### config.mk
export PLATFORM = sky130hd
export DESIGN_NAME = pulse_win_sampler
export DESIGN_NICKNAME = d
export VERILOG_FILES = /design/src/rtl/pulse_win_sampler.sv
export SDC_FILE = /design/constraint.sdc
export NUM_CORES = 1
export LEC_CHECK = 0
export BUFFER_PORTS_ARGS = -buffer_cell sky130_fd_sc_hd__buf_2
export CAP_MARGIN = 10
export CORE_MARGIN = 8
export CORE_UTILIZATION = 50
export CTS_CLUSTER_DIAMETER = 60
export DETAILED_ROUTE_END_ITERATION = 6
export GPL_ROUTABILITY_DRIVEN = 0
export GPL_TIMING_DRIVEN = 0
export PLACE_DENSITY = 0.72
export SLEW_MARGIN = 20
export SYNTH_ARGS = -nofsm -noshare
export SYNTH_HDL_FRONTEND = slang
export SYNTH_SLANG_ARGS = --single-unit
### constraint.sdc
create_clock -name clk -period 8.4 [get_ports clk]
set_input_delay 2.52 -clock clk [delete_from_list [all_inputs] [get_ports clk]]
set_output_delay 2.52 -clock clk [all_outputs]
set_load 0.05 [all_outputs]
### src/rtl/pulse_win_sampler.sv
// rtl/pulse_win_sampler.sv - windowed pulse-rate sampler with valid/ready sample port and stats
module pulse_win_sampler #(
    parameter int CNT_WIDTH = 32,
    parameter int WIN_WIDTH = 32,
    parameter int SEQ_WIDTH = 8
) (
    input  logic                 clk,
    input  logic                 rst_n,
    input  logic                 en_i,
    input  logic [WIN_WIDTH-1:0] win_len_i,
    input  logic                 d_i,
    input  logic [CNT_WIDTH-1:0] cnt_i,
    output logic                 clc_o,
    output logic [CNT_WIDTH-1:0] smp_data_o,
    output logic [SEQ_WIDTH-1:0] smp_seq_o,
    output logic                 smp_valid_o,
    input  logic                 smp_ready_i,
    output logic [CNT_WIDTH-1:0] max_o,
    output logic [15:0]          drop_cnt_o,
    input  logic                 stat_clr_i
);

    typedef enum logic {
        IDLE = 1'b0,
        RUN  = 1'b1
    } state_t;

    state_t               state;
    state_t               state_nxt;
    logic [WIN_WIDTH-1:0] timer;
    logic [WIN_WIDTH-1:0] timer_nxt;
    logic [WIN_WIDTH-1:0] len_q;
    logic [WIN_WIDTH-1:0] len_nxt;
    logic [SEQ_WIDTH-1:0] seq_q;
    logic                 win_end;
    logic                 smp_ev;
    logic                 accept;
    logic [CNT_WIDTH:0]   sum;
    logic [CNT_WIDTH-1:0] total;

    // Window boundary is decoded from registers only, so clc_o never depends on an input.
    assign win_end = (state == RUN) && (timer == (len_q - WIN_WIDTH'(1)));
    assign clc_o   = (state == IDLE) | win_end;

    // A window that ends while en_i is low is thrown away entirely.
    assign smp_ev  = win_end & en_i;
    assign accept  = ~smp_valid_o | smp_ready_i;

    // The counter drops the end-cycle pulse (clear wins), so add it back here.
    assign sum     = {1'b0, cnt_i} + {{CNT_WIDTH{1'b0}}, d_i};
    assign total   = sum[CNT_WIDTH] ? {CNT_WIDTH{1'b1}} : sum[CNT_WIDTH-1:0];

    // Window state register.
    always_ff @(posedge clk) begin
        if (!rst_n) begin
            state <= IDLE;
            timer <= '0;
            len_q <= '0;
        end else begin
            state <= state_nxt;
            timer <= timer_nxt;
            len_q <= len_nxt;
        end
    end

    // Next-state logic: back-to-back windows; new length latched only at a boundary.
    always_comb begin
        state_nxt = state;
        timer_nxt = timer;
        len_nxt   = len_q;
        case (state)
            IDLE: begin
                timer_nxt = '0;
                if (en_i && (win_len_i != '0)) begin
                    state_nxt = RUN;
                    len_nxt   = win_len_i;
                end
            end
            RUN: begin
                if (!en_i) begin
                    state_nxt = IDLE;
                    timer_nxt = '0;
                end else if (win_end) begin
                    timer_nxt = '0;
                    len_nxt   = win_len_i;
                    if (win_len_i == '0) begin
                        state_nxt = IDLE;
                    end
                end else begin
                    timer_nxt = timer + WIN_WIDTH'(1);
                end
            end
            default: begin
                state_nxt = IDLE;
                timer_nxt = '0;
            end
        endcase
    end

    // Internal sequence number advances on every window, delivered or dropped.
    always_ff @(posedge clk) begin
        if (!rst_n) begin
            seq_q <= '0;
        end else if (smp_ev) begin
            seq_q <= seq_q + SEQ_WIDTH'(1);
        end
    end

    // Sample output register: load when free or being drained, otherwise hold.
    always_ff @(posedge clk) begin
        if (!rst_n) begin
            smp_data_o  <= '0;
            smp_seq_o   <= '0;
            smp_valid_o <= 1'b0;
        end else if (smp_ev && accept) begin
            smp_data_o  <= total;
            smp_seq_o   <= seq_q + SEQ_WIDTH'(1);
            smp_valid_o <= 1'b1;
        end else if (smp_valid_o && smp_ready_i) begin
            smp_valid_o <= 1'b0;
        end
    end

    // Running maximum and saturating drop count; clear beats a same-cycle update.
    always_ff @(posedge clk) begin
        if (!rst_n) begin
            max_o      <= '0;
            drop_cnt_o <= '0;
        end else if (stat_clr_i) begin
            max_o      <= '0;
            drop_cnt_o <= '0;
        end else if (smp_ev) begin
            if (total > max_o) begin
                max_o <= total;
            end
            if (!accept && (drop_cnt_o != 16'hFFFF)) begin
                drop_cnt_o <= drop_cnt_o + 16'd1;
            end
        end
    end

endmodule
==> impl_results.md <==
* EDFF count, synth at 0
* Detailed placer's ending HPWL at 22400 µm
* Overflow after GRT at 0
* Hold Startpoint: smp_seq_o[1]
* Crit start category: flop
* First-pass GRT wire length at 46000 µm
* CP endpoint kind: output pin
* Vias in the first global route at roughly 8900
* TritonCTS Buffers at 17
* Placed insts at approximately 1600
* Total power at approximately 1.9 mW
* Req. time, crit path at 5880 ps
* Compound-cell area share of the yosys netlist at 0.191
* Site row count at 50
* Tot GR Track Use at 0.240
* Via count at 9581
* Diode count at 0
* CTS resizes at 0
* Area delta synth->final at 18.7%
* DRC Markers at 0
* Max clock buf depth at 2
* Die W at approximately 150 µm
* Post-synthesis simple-gate area fraction at 0.249
* Yosys reg bits at ~160
* Register area share after synthesis at 0.347
* Power density cells at 170 nW/µm²
* Initial drt markers at a little under 600
* Drt total wl at 29000 µm
* Reg2reg start: len_q[2]
* Die height at around 150 µm
* Status: finished, final reports clean
* Post-CTS Setup Repair Bufs at 0
* Worst-Margin Slew at about 930 ps
* Slew headroom at 0.377
* Post-synth ARST share at 0
* Largest family of logic cells by synthesized area: simple AND/OR/NAND/NOR gates
* CP Launch Point: len_q[2]
* Max VDD drop at ~150 µV
* DP Worst Slack at around 540 ps
* Reg2reg setup slack at 3490 ps
* Fin. max-slew vios at 0
* Mux share of post-synthesis cell area at 0.00643
* Hold Buf Count CTS at 0
* Fin nets at ~1500
* Syn avg cell area at 7.91 µm²
* Yosys warns at 0
* Root buffer cell: clkbuf_16
* Setup_tns at 0 ps
* CTS H-tree lvls at 4
* Tcrit/Tclk final at 0.918
* Post-route minimum period at slightly below 8000 ps
* Maximum clock rate at roughly 0.13 GHz
* Ys flop type: dfxtp_1
* Net count after synthesis at ~1300
* Crit-path max FO at 10
* Final setup viols at 0
* Setup ws final at between 600 and 700 ps
* I/O Buffers at around 160
* Setup Skew at 8.92 ps
* Clock Sinks at roughly 160
* Worst-skew pair later-pin latency at approximately 430 ps
* Fin cells at between 1500 and 2000
* Routed WL per cell at about 18 µm
* Post-Syn Instances at between 1000 and 1500
* Antenna violations before repair at 0
* Worst endpoint data arrival time at between 5000 and 6000 ps
* Layout cells sized above 1 at 0.158
* Post-Synth XOR/XNOR Area at 0.0984
* Cell area after synthesis at 9340 µm²
* WS Path Type: reg -> out
* CTS tree: yes
* HP Class: reg -> reg
* Largest net degree at the start of global routing at 17
* I/O Pins at 160
* Core area at 18500 µm²
* Max Cap Violations at 0
* Total die area at 23300 µm²
* P_leak at ~4.2 nW
* Clock-pin slew of the registers on the worst-case setup and hold paths at roughly 60 ps
* Cell variety after synth at 62
* RSZ-0062 raised after global routing: false
* Via density at ~6.0
* Final Hold Viols at 0
* 1st-pass router iterations at 5
* Area share of fa/ha/maj cells after synthesis at 0.0509
* Initial core utilization at 0.505
* Antenna-violating nets left at 0
==> cell type report <==
| class | instances | area, µm² |
|---|---|---|
| fillers | 1751 | 7420 |
| multi-input cells | 882 | 5560 |
| flip-flops and latches | 162 | 3240 |
| repair buffers | 158 | 791 |
| clock buffers | 20 | 467 |
| plain buffers | 81 | 324 |
| well taps | 234 | 293 |
| inverters | 57 | 214 |
| clock inverters | 11 | 200 |
==> cell families (layout without fill, tap and decap cells) <==
group,count (synthesis),count (layout)
buffers and inverters,138,327
AOI/OAI and AO/OA,283,283
muxes,6,6
DFF,162,162
xor gates and xnor gates,105,105
adders and majority gates,38,38
and+or+nand+nor,450,450
==> metal layers <==
| metal | routed length [µm] | global-route usage | part of all wire | up-vias |
|---|---|---|---|---|
| li1 | - | - | - | 4659 |
| met1 | 13200 | 0.326 | 0.45 | 4515 |
| met2 | 12700 | 0.367 | 0.44 | 359 |
| met3 | 2420 | 0.0593 | 0.084 | 48 |
| met4 | 724 | 0.0730 | 0.025 | 0 |
| met5 | 0 | 0 | 0 | - |
==> critical path: stages (launching register included) <==
cell	delay (ps)
dfxtp_1	360
nor3_1	500
nand4_1	510
nor4_1	550
mux2i_1	370
or4b_1	510
nor4_2	550
a21oi_1	360
inv_2	210
clkbuf_1	460
buf_2	370
==> through the flow <==
step	hold slack, ps	utilization	area, µm²
after global placement	443	0.563	10400
after detailed placement	447	0.563	10400
after global routing	475	0.599	11100
after floorplan	447	-	9340
final	455	0.599	11100
after CTS	457	0.599	11100
==> flip-flops by register name, indices dropped and copies added (netlist names) <==
name         flops
len_q           32
max_o           32
smp_data_o      32
timer           32
drop_cnt_o      16
seq_q            8
smp_seq_o        8
smp_valid_o      1
state            1
==> power by group <==
| group | leakage [nW] | switching (mW) | internal [mW] | total, mW |
|---|---|---|---|---|
| clock network | 0.319 | 0.331 | 0.553 | 0.884 |
| registers | 1.31 | 0.0116 | 0.777 | 0.788 |
| logic | 2.54 | 0.138 | 0.0785 | 0.216 |
==> layout by cell type, fill, tap and decap left out, types with 7 or more instances in the layout <==
cell       netlist  final
nand4_1         52     52
ha_1            38     38
or4_1           15     15
a21oi_1        106    106
dfxtp_1        162    162
a311oi_1        19     19
inv_1           55     55
nand3_1         81     81
nor4_1          24     24
a211oi_1        16     16
o31ai_1         42     42
nor2_1          84     84
clkbuf_16        0     17
o21ai_0         51     51
clkbuf_1        64     64
xnor2_1         52     52
xor2_1          53     53
buf_2           16    174
and2_1           7      7
nor3_1          41     41
and3_1          16     16
or3_1           15     15
nand2_1         81     81
==> synth_stat cells, drive strengths merged, types with 3 or more instances <==
cell / instances / area, µm²
mux2i: 6 / 60.1
nor2b: 6 / 37.5
inv: 56 / 210
and4: 6 / 52.6
a21o: 4 / 30.0
or4: 15 / 113
ha: 38 / 475
buf: 17 / 83.8
clkbuf: 64 / 240
a31oi: 5 / 31.3
o211a: 3 / 30.0
xnor2: 52 / 455
or4b: 3 / 30.0
and2: 8 / 50.1
a311oi: 19 / 166
nand4: 52 / 325
and3: 16 / 100
or2: 4 / 25.0
o21a: 4 / 30.0
o211ai: 4 / 30.0
o21ai: 54 / 270
o31ai: 42 / 315
nand2b: 5 / 31.3
or3: 15 / 93.8
nor4: 25 / 163
o41ai: 4 / 35.0
a21oi: 106 / 531
a211oi: 17 / 133
nor2: 84 / 315
dfxtp: 162 / 3240
nor3: 42 / 221
nand4b: 3 / 26.3
xor2: 53 / 464
nand2: 81 / 304
nand3: 81 / 405
==> path summary, 6_finish.rpt <==
path,cells past startpoint,to
worst max-delay path,10,clc_o
worst min-delay path,2,smp_seq_o[1]
worst max register to register,10,smp_data_o[8]
worst min register to register,2,smp_seq_o[1]
No activity file was read; power rests on OpenSTA's default activity.
